==> src/rtl/dm_access_unit.sv <==
// MEM-stage load/store unit driving a byte-lane data memory.
// Unaligned accesses that straddle a word boundary are issued as two aligned accesses.
module dm_access_unit #(
  parameter int DM_BYTES = 12288
) (
  input  logic        clk,
  input  logic        reset,
  input  logic        req_valid,
  output logic        req_ready,
  input  logic        req_write,
  input  logic [1:0]  req_size,
  input  logic        req_signed,
  input  logic [31:0] req_addr,
  input  logic [31:0] req_wdata,
  input  logic [31:0] req_pc,
  output logic        resp_valid,
  output logic        resp_err,
  output logic [31:0] resp_rdata,
  output logic [31:0] dm_addr,
  output logic [3:0]  dm_write_enable,
  output logic [31:0] dm_write_data,
  output logic [31:0] dm_pc,
  input  logic [31:0] dm_read_data
);

  typedef enum logic {IDLE, SPLIT} state_t;

  localparam logic [32:0] LAST_ADDR = 33'(DM_BYTES - 1);

  state_t      state, state_nx;

  logic [1:0]  off;
  logic [2:0]  n;
  logic [3:0]  size_mask;
  logic [32:0] addr_end;
  logic        req_err;
  logic        crosses;
  logic [7:0]  lane_span;
  logic [4:0]  sh_lo;
  logic        accept;

  logic [29:0] lat_word;
  logic [1:0]  lat_off;
  logic [1:0]  lat_size;
  logic        lat_write;
  logic        lat_signed;
  logic [3:0]  lat_we_hi;
  logic [31:0] lat_wdata;
  logic [31:0] lat_pc;
  logic [31:0] capture;
  logic [5:0]  sh_hi;

  logic [31:0] load_raw;
  logic [1:0]  load_size;
  logic        load_signed;
  logic [31:0] load_ext;

  function automatic logic [31:0] extend(input logic [31:0] v, input logic [1:0] sz,
                                         input logic sg);
    case (sz)
      2'd0:    extend = {{24{sg & v[7]}}, v[7:0]};
      2'd1:    extend = {{16{sg & v[15]}}, v[15:0]};
      default: extend = v;
    endcase
  endfunction

  always_comb begin
    n         = 3'd4;
    size_mask = 4'b1111;
    case (req_size)
      2'd0: begin n = 3'd1; size_mask = 4'b0001; end
      2'd1: begin n = 3'd2; size_mask = 4'b0011; end
      default: ;
    endcase
  end

  assign off       = req_addr[1:0];
  // 33-bit sum so an access near 0xFFFFFFFF cannot wrap into the legal range
  assign addr_end  = {1'b0, req_addr} + {30'd0, n} - 33'd1;
  assign req_err   = (req_size == 2'd3) || (addr_end > LAST_ADDR);
  assign crosses   = ({1'b0, off} + n) > 3'd4;
  assign lane_span = {4'b0000, size_mask} << off;
  assign sh_lo     = {off, 3'b000};
  assign sh_hi     = 6'd32 - {1'b0, lat_off, 3'b000};
  assign accept    = req_valid && req_ready;

  always_comb begin
    state_nx        = state;
    req_ready       = 1'b0;
    dm_addr         = {req_addr[31:2], 2'b00};
    dm_write_enable = 4'b0000;
    dm_write_data   = req_wdata << sh_lo;
    dm_pc           = req_pc;
    load_raw        = dm_read_data >> sh_lo;
    load_size       = req_size;
    load_signed     = req_signed;
    case (state)
      IDLE: begin
        req_ready = !reset;
        if (accept && !req_err) begin
          if (req_write) dm_write_enable = lane_span[3:0];
          if (crosses) state_nx = SPLIT;
        end
      end
      SPLIT: begin
        dm_addr         = {lat_word + 30'd1, 2'b00};
        dm_write_enable = lat_write ? lat_we_hi : 4'b0000;
        dm_write_data   = lat_wdata >> sh_hi;
        dm_pc           = lat_pc;
        load_raw        = capture | (dm_read_data << sh_hi);
        load_size       = lat_size;
        load_signed     = lat_signed;
        state_nx        = IDLE;
      end
      default: state_nx = IDLE;
    endcase
    if (reset) dm_write_enable = 4'b0000;
  end

  assign load_ext = extend(load_raw, load_size, load_signed);

  always_ff @(posedge clk) begin
    if (reset) begin
      state      <= IDLE;
      resp_valid <= 1'b0;
      resp_err   <= 1'b0;
      resp_rdata <= '0;
    end else begin
      state      <= state_nx;
      resp_valid <= 1'b0;
      resp_err   <= 1'b0;
      resp_rdata <= '0;
      if (state == SPLIT) begin
        resp_valid <= 1'b1;
        resp_rdata <= lat_write ? '0 : load_ext;
      end else if (accept) begin
        if (req_err) begin
          resp_valid <= 1'b1;
          resp_err   <= 1'b1;
        end else if (!crosses) begin
          resp_valid <= 1'b1;
          resp_rdata <= req_write ? '0 : load_ext;
        end
      end
    end
  end

  // Context for the second half; capture keeps the low (4-off) bytes of a load
  always_ff @(posedge clk) begin
    if (accept && !req_err && crosses) begin
      lat_word   <= req_addr[31:2];
      lat_off    <= off;
      lat_size   <= req_size;
      lat_write  <= req_write;
      lat_signed <= req_signed;
      lat_we_hi  <= lane_span[7:4];
      lat_wdata  <= req_wdata;
      lat_pc     <= req_pc;
      capture    <= dm_read_data >> sh_lo;
    end
  end

endmodule

==> config.mk <==
export PLATFORM = sky130hd
export DESIGN_NAME = dm_access_unit
export DESIGN_NICKNAME = d
export VERILOG_FILES = /design/src/rtl/dm_access_unit.sv
export SDC_FILE = /design/constraint.sdc
export NUM_CORES = 1
export LEC_CHECK = 0
export ABC_AREA = 1
export CAP_MARGIN = 15
export CORE_UTILIZATION = 40
export CTS_BUF_LIST = sky130_fd_sc_hd__clkbuf_4
export CTS_CLUSTER_DIAMETER = 200
export DETAILED_ROUTE_END_ITERATION = 8
export PLACE_DENSITY_LB_ADDON = 0.12
export SETUP_SLACK_MARGIN = 0.2
export SYNTH_ARGS = -nofsm -noshare
export SYNTH_HDL_FRONTEND = slang
export SYNTH_SLANG_ARGS = --single-unit
==> constraint.sdc <==
create_clock -name clk -period 26.7 [get_ports clk]
set_input_delay 5.34 -clock clk [delete_from_list [all_inputs] [get_ports clk]]
set_output_delay 5.34 -clock clk [all_outputs]
set_load 0.05 [all_outputs]
-- Word-level counts from Yosys, hierarchy flattened
Index checks and enable logic that the tools add are counted.
W data, S select, Z words.
- output and inout bits: 135
- register bits after elaboration: 171
- mux-type cells: 29
- equal/unequal tests: 3
- bitwise logic cells: 5
- shifts and indexed selects: 5
- add/sub/neg operators: 5
- reduce and logical (&&, ||, !) cells: 9
- order comparisons: 2
- operators with widths (cell ; number):
    $mux W32 ; 10
    $pmux W32 S2 ; 1
    $add A32 B3 Y33 ; 1
    $gt A33 B14 Y1 const B ; 1
    $sub A33 B1 Y33 const B ; 1
    $or A32 B32 Y32 ; 1
    $shl A32 B5 Y32 ; 1
    $shl A32 B6 Y32 ; 1
    $shr A32 B5 Y32 ; 1
    $shr A32 B6 Y32 ; 1
    $add A30 B1 Y30 const B ; 1
    $mux W4 ; 4
    $pmux W4 S2 ; 2
    $mux W1 ; 9
    $shl A4 B2 Y8 ; 1
    $pmux W3 S2 ; 1
    $sub A6 B5 Y6 const A ; 1
    $eq A2 B1 Y1 const B ; 2
    $logic_not A2 Y1 ; 2
    $add A2 B3 Y3 ; 1
    $gt A3 B3 Y1 const B ; 1
    $logic_and A1 B1 Y1 ; 3
    $reduce_or A3 Y1 ; 1
    $and A1 B1 Y1 ; 2
    6 further kinds ; 8

-- Logic depth before layout (Yosys ltp)
- depth after elaboration: 11
- gate-level depth with buffers: 25

-- Least setup slack after synthesis
OpenSTA, ideal clock, no wires.
- kind: input to register
- from: input port req_addr[0]
- to: register capture[0] (enable)
- setup time: 631 ps
- path slack: 12461 ps
- arrival: 13608 ps
- cell stages on the path: 22
- data required time: 26069 ps
- cell sequence: inv_1 clkbuf_1 clkbuf_1 ha_1 inv_1 ha_1 fa_1 nand2_1 nand3_1 nand2_1 nor2_1 o21ai_1 nand2_1 nand2_1 nand2_1 nor2_1 nand2_2 nor2_4 nand2_4 nor2_8 nand3_1 nor2_1
- longest elaborated chain between the ends: 7
- RTL lines (element ; line ; source):
    from (decl) ; 13 ; input logic [31:0] req_addr,
    $add A32 B3 Y33 ; 79 ; assign addr_end = {1'b0, req_addr} + {30'd0, n} - 33'd1;
    $sub A33 B1 Y33 ; 79 ;
    $gt A33 B14 Y1 ; 80 ; assign req_err = (req_size == 2'd3) || (addr_end > LAST_ADDR);
    $logic_or A1 B1 Y1 ; 80 ;
    $logic_not A1 Y1 ; 150 ; if (accept && !req_err && crosses) begin
    $logic_and A1 B1 Y1 ; 150 ;
    $logic_and A1 B1 Y1 (*) ; 150 ;
    to (signal assigned) ; 159 ; capture <= dm_read_data >> sh_lo;
    to (decl) ; 50 ; logic [31:0] capture;
Mark *: on every way between the ends. The rest lies on a longest branch, timed or not.
A chain may end at the register's enable or synchronous reset.

-- Final worst setup path
- from: input port req_addr[1]
- to: output port dm_write_enable[0]
- longest elaborated chain between the ends: 9
- RTL lines (element ; line ; source):
    $add A32 B3 Y33 ; 79 ;
    $sub A33 B1 Y33 ; 79 ;
    $gt A33 B14 Y1 ; 80 ;
    $logic_or A1 B1 Y1 ; 80 ;
    $logic_not A1 Y1 ; 100 ; if (accept && !req_err) begin
    $logic_and A1 B1 Y1 ; 100 ;
    $mux W4 (*) ; 100 ;
    $pmux W4 S2 (*) ; 97 ; case (state)
    $mux W4 (*) ; 117 ; if (reset) dm_write_enable = 4'b0000;
    to (decl) ; 20 ; output logic [3:0] dm_write_enable,
Marks and branches as above.

==> flow_metrics.env <==
export IMPL_fin_worst_skew_ns=0.0339
export IMPL_fin_crit_sh_pct=58.7
export IMPL_stdcell_count=2372
export IMPL_cts_tree="built"
export IMPL_status="completed"
export IMPL_synth_cells=1744
export IMPL_yosysTopAreaCellShare_pct=32.4
export IMPL_relSlewSlack_pct=28.2
export IMPL_async_flop_share_pct=0
export IMPL_place_congestion=0.900
export IMPL_clock_latency_ns=0.58
export IMPL_io_pins=270
export IMPL_syn_avg_cell_area_um2=7.17
export IMPL_cts_clk_slew_worst_paths_ns=0.18
export IMPL_coreArea_um2=30700
export IMPL_ant_nets=0
export IMPL_grt_pass1_vias=11600
export IMPL_post_synth_top_count_cell="nand2_1"
export IMPL_yosysTopAreaCell="edfxtp_1"
export IMPL_p_comb_share_pct=28.6
export IMPL_placed_area_um2=15400
export IMPL_wire_per_inst_um=17.0
export IMPL_dp_slack_ns=11.01
export IMPL_cts_root_buf="clkbuf_4"
export IMPL_num_vias=12500
export IMPL_power_switching_mw=0.231
export IMPL_end_kind="primary output"
export IMPL_utilization_pct=51.3
export IMPL_fin_area_um2=15700
export IMPL_synth_warnings=0
export IMPL_power_frac_seq_pct=45.8
export IMPL_cp_required_ns=21.36
export IMPL_postCtsHoldBufs=0
export IMPL_cts_htree_levels=4
export IMPL_p_leak_nw=6.53
export IMPL_die_x_um=179
export IMPL_arrival_ns=10.34
export IMPL_ys_ff_latch=170
export IMPL_r2r_slack_ns=22.52
export IMPL_drt_iter0_drc=1038
export IMPL_ys_flop_type="edfxtp_1"
export IMPL_synth_area_top_cells="edfxtp_1, nand2_1, inv_1, dfxtp_1, o21ai_0"
export IMPL_power_density_nw_per_um2=39.6
export IMPL_ys_types=52
export IMPL_fmax_mhz=63.8
export IMPL_grt_overflow=0
export IMPL_die_h_um=179
export IMPL_hold_viol_final=0
export IMPL_whs_ns=0.646
export IMPL_min_delay_path_class="reg -> reg"
export IMPL_intPower_mw=0.392
export IMPL_drtPass1Iterations=6
export IMPL_synth_edf_count=135
export IMPL_synth_common_cells="nand2_1, inv_1, nor2_1"
export IMPL_worstHoldStart="capture[4]$_DFFE_PP_"
export IMPL_viasPerCell=5.25
export IMPL_grt_max_degree=80
export IMPL_criticalPathCategory="in -> out"
export IMPL_setup_violations=0
export IMPL_pwr_share_clk_pct=25.5
export IMPL_rows=64
export IMPL_dieArea_um2=32000
export IMPL_holdPathEnd="resp_rdata[4]$_SDFF_PP0_"
export IMPL_cts_setup_buffers=0
export IMPL_clk_path_buf_depth=2
export IMPL_rsz0062_at_grt="false"
export IMPL_final_setup_tns_ns=0
export IMPL_post_route_cells_drive_above_1_share_pct=7.40
export IMPL_worstReg2RegEnd="resp_rdata[25]$_SDFF_PP0_"
export IMPL_post_place_cells=2335
export IMPL_drv_slew=0
export IMPL_power_total_mw=0.623
export IMPL_grt_pass1_wl_mm=61.4
export IMPL_layout_nets=2134
export IMPL_ctsResizeCount=0
export IMPL_area_delta_synth_final_pct=25.8
export IMPL_rr_worst_depth=13
export IMPL_port_buffers=267
export IMPL_grt_usage_pct=24.9
export IMPL_cap_violations=0
export IMPL_hold_depth=4
export IMPL_vdd_drop_max_v=0.0000233
export IMPL_p_sw_share_pct=37.1
export IMPL_r2r_start="state$_SDFF_PN0_"
export IMPL_syn_area_um2=12500
export IMPL_drc=0
export IMPL_crit_fanout=41
export IMPL_worstMarginPinSlew_ns=1.07
export IMPL_start_kind="input pin"
export IMPL_place_hpwl_mm=29.3
export IMPL_initial_utilization_pct=40.7
export IMPL_numCtsBuffers=17
export IMPL_seq_area_frac_synth_pct=38.0
export IMPL_grt_antenna_before_repair=5
export IMPL_cts_sinks=170
export IMPL_setup_ws_ns=11.02
export IMPL_fin_crit_ns=15.68
export IMPL_totalWireLength_mm=40.4
==> sequential cells by signal (all words and copies together), names as in the netlist, 2 cells and up <==
register    cells
resp_rdata     32
lat_word       30
lat_off         2
lat_size        2
capture        32
lat_we_hi       3
lat_wdata      32
lat_pc         32
==> critical path, stage by stage <==
cell	delay, ns
clkdlybuf4s50_1	0.45
buf_4	0.43
inv_1	0.38
ha_1	0.39
inv_1	0.04
ha_1	0.24
fa_1	0.42
nand2_1	0.09
nand3_1	0.09
nand2_1	0.10
nor2_1	0.04
o21ai_1	0.16
nand2_1	0.09
nand2_1	0.09
nand2_1	0.05
nand2_1	0.06
nand2_1	0.05
nor2_2	0.15
nand2_4	0.08
nor2_8	0.40
nand4_1	0.14
a21oi_1	0.19
clkdlybuf4s50_1	0.83
==> cells in the final DEF, fill, tap and decap left out, types with 17 or more instances in the layout <==
cell type,instances
a21oi_1,103
clkbuf_4,17
clkdlybuf4s50_1,266
dfxtp_1,34
edfxtp_1,135
ha_1,38
inv_1,192
nand2_1,509
nand3_1,91
nand4_1,41
nor2_1,164
o211ai_1,22
o21ai_0,130
o221ai_1,28
==> kinds of logic after synthesis <==
group,count (synthesis),synth area share [%]
buffers and inverters,298,9.54
AOI/OAI and AO/OA,308,14.0
and+or+nand+nor,893,31.8
muxes,8,0.641
xor gates and xnor gates,26,1.82
adders and majority gates,40,4.12
other,1,0.0300
DFF,170,38.0
==> how the worst max path moves through the flow <==
stage,start,end,slack (ns),cells past startpoint
after floorplan,req_addr[0],capture[0]$_DFFE_PP_,12.46,22
after global placement,req_addr[1],dm_write_enable[1],11.13,23
after detailed placement,req_addr[1],dm_write_enable[0],11.01,23
after CTS,req_addr[1],dm_write_enable[0],11.01,23
after global routing,req_addr[1],dm_write_enable[0],10.64,23
final,req_addr[1],dm_write_enable[0],11.02,23
==> cell type report <==
cell class              instances  area [um^2]
fillers                      3082        14900
diodes                          4         10.0
clock inverters                15          169
repair buffers                284         2810
multi-input cells            1277         6570
well taps                     396          495
clock buffers                  17          128
inverters                     209          786
flip-flops and latches        170         4760
==> power by group through the flow <==
stage | sequential, mW | clock, mW | combinational, mW
global placement | 0.291 | 0 | 0.177
finish | 0.285 | 0.159 | 0.179
detailed placement | 0.291 | 0 | 0.178
floorplan | 0.292 | 0 | 0.112
global route | 0.286 | 0.174 | 0.194
CTS | 0.286 | 0.167 | 0.178
==> layer usage <==
metal	part of all wire (%)	routed length (um)	vias up	global-route usage [%]
li1	-	-	6209	-
met1	42	16900	5744	31.1
met3	5.2	2100	62	3.07
met2	50	20200	437	43.8
met5	0.030	12	-	0
met4	2.7	1090	2	8.86
Note: power is estimated with default switching activity, not from simulation.
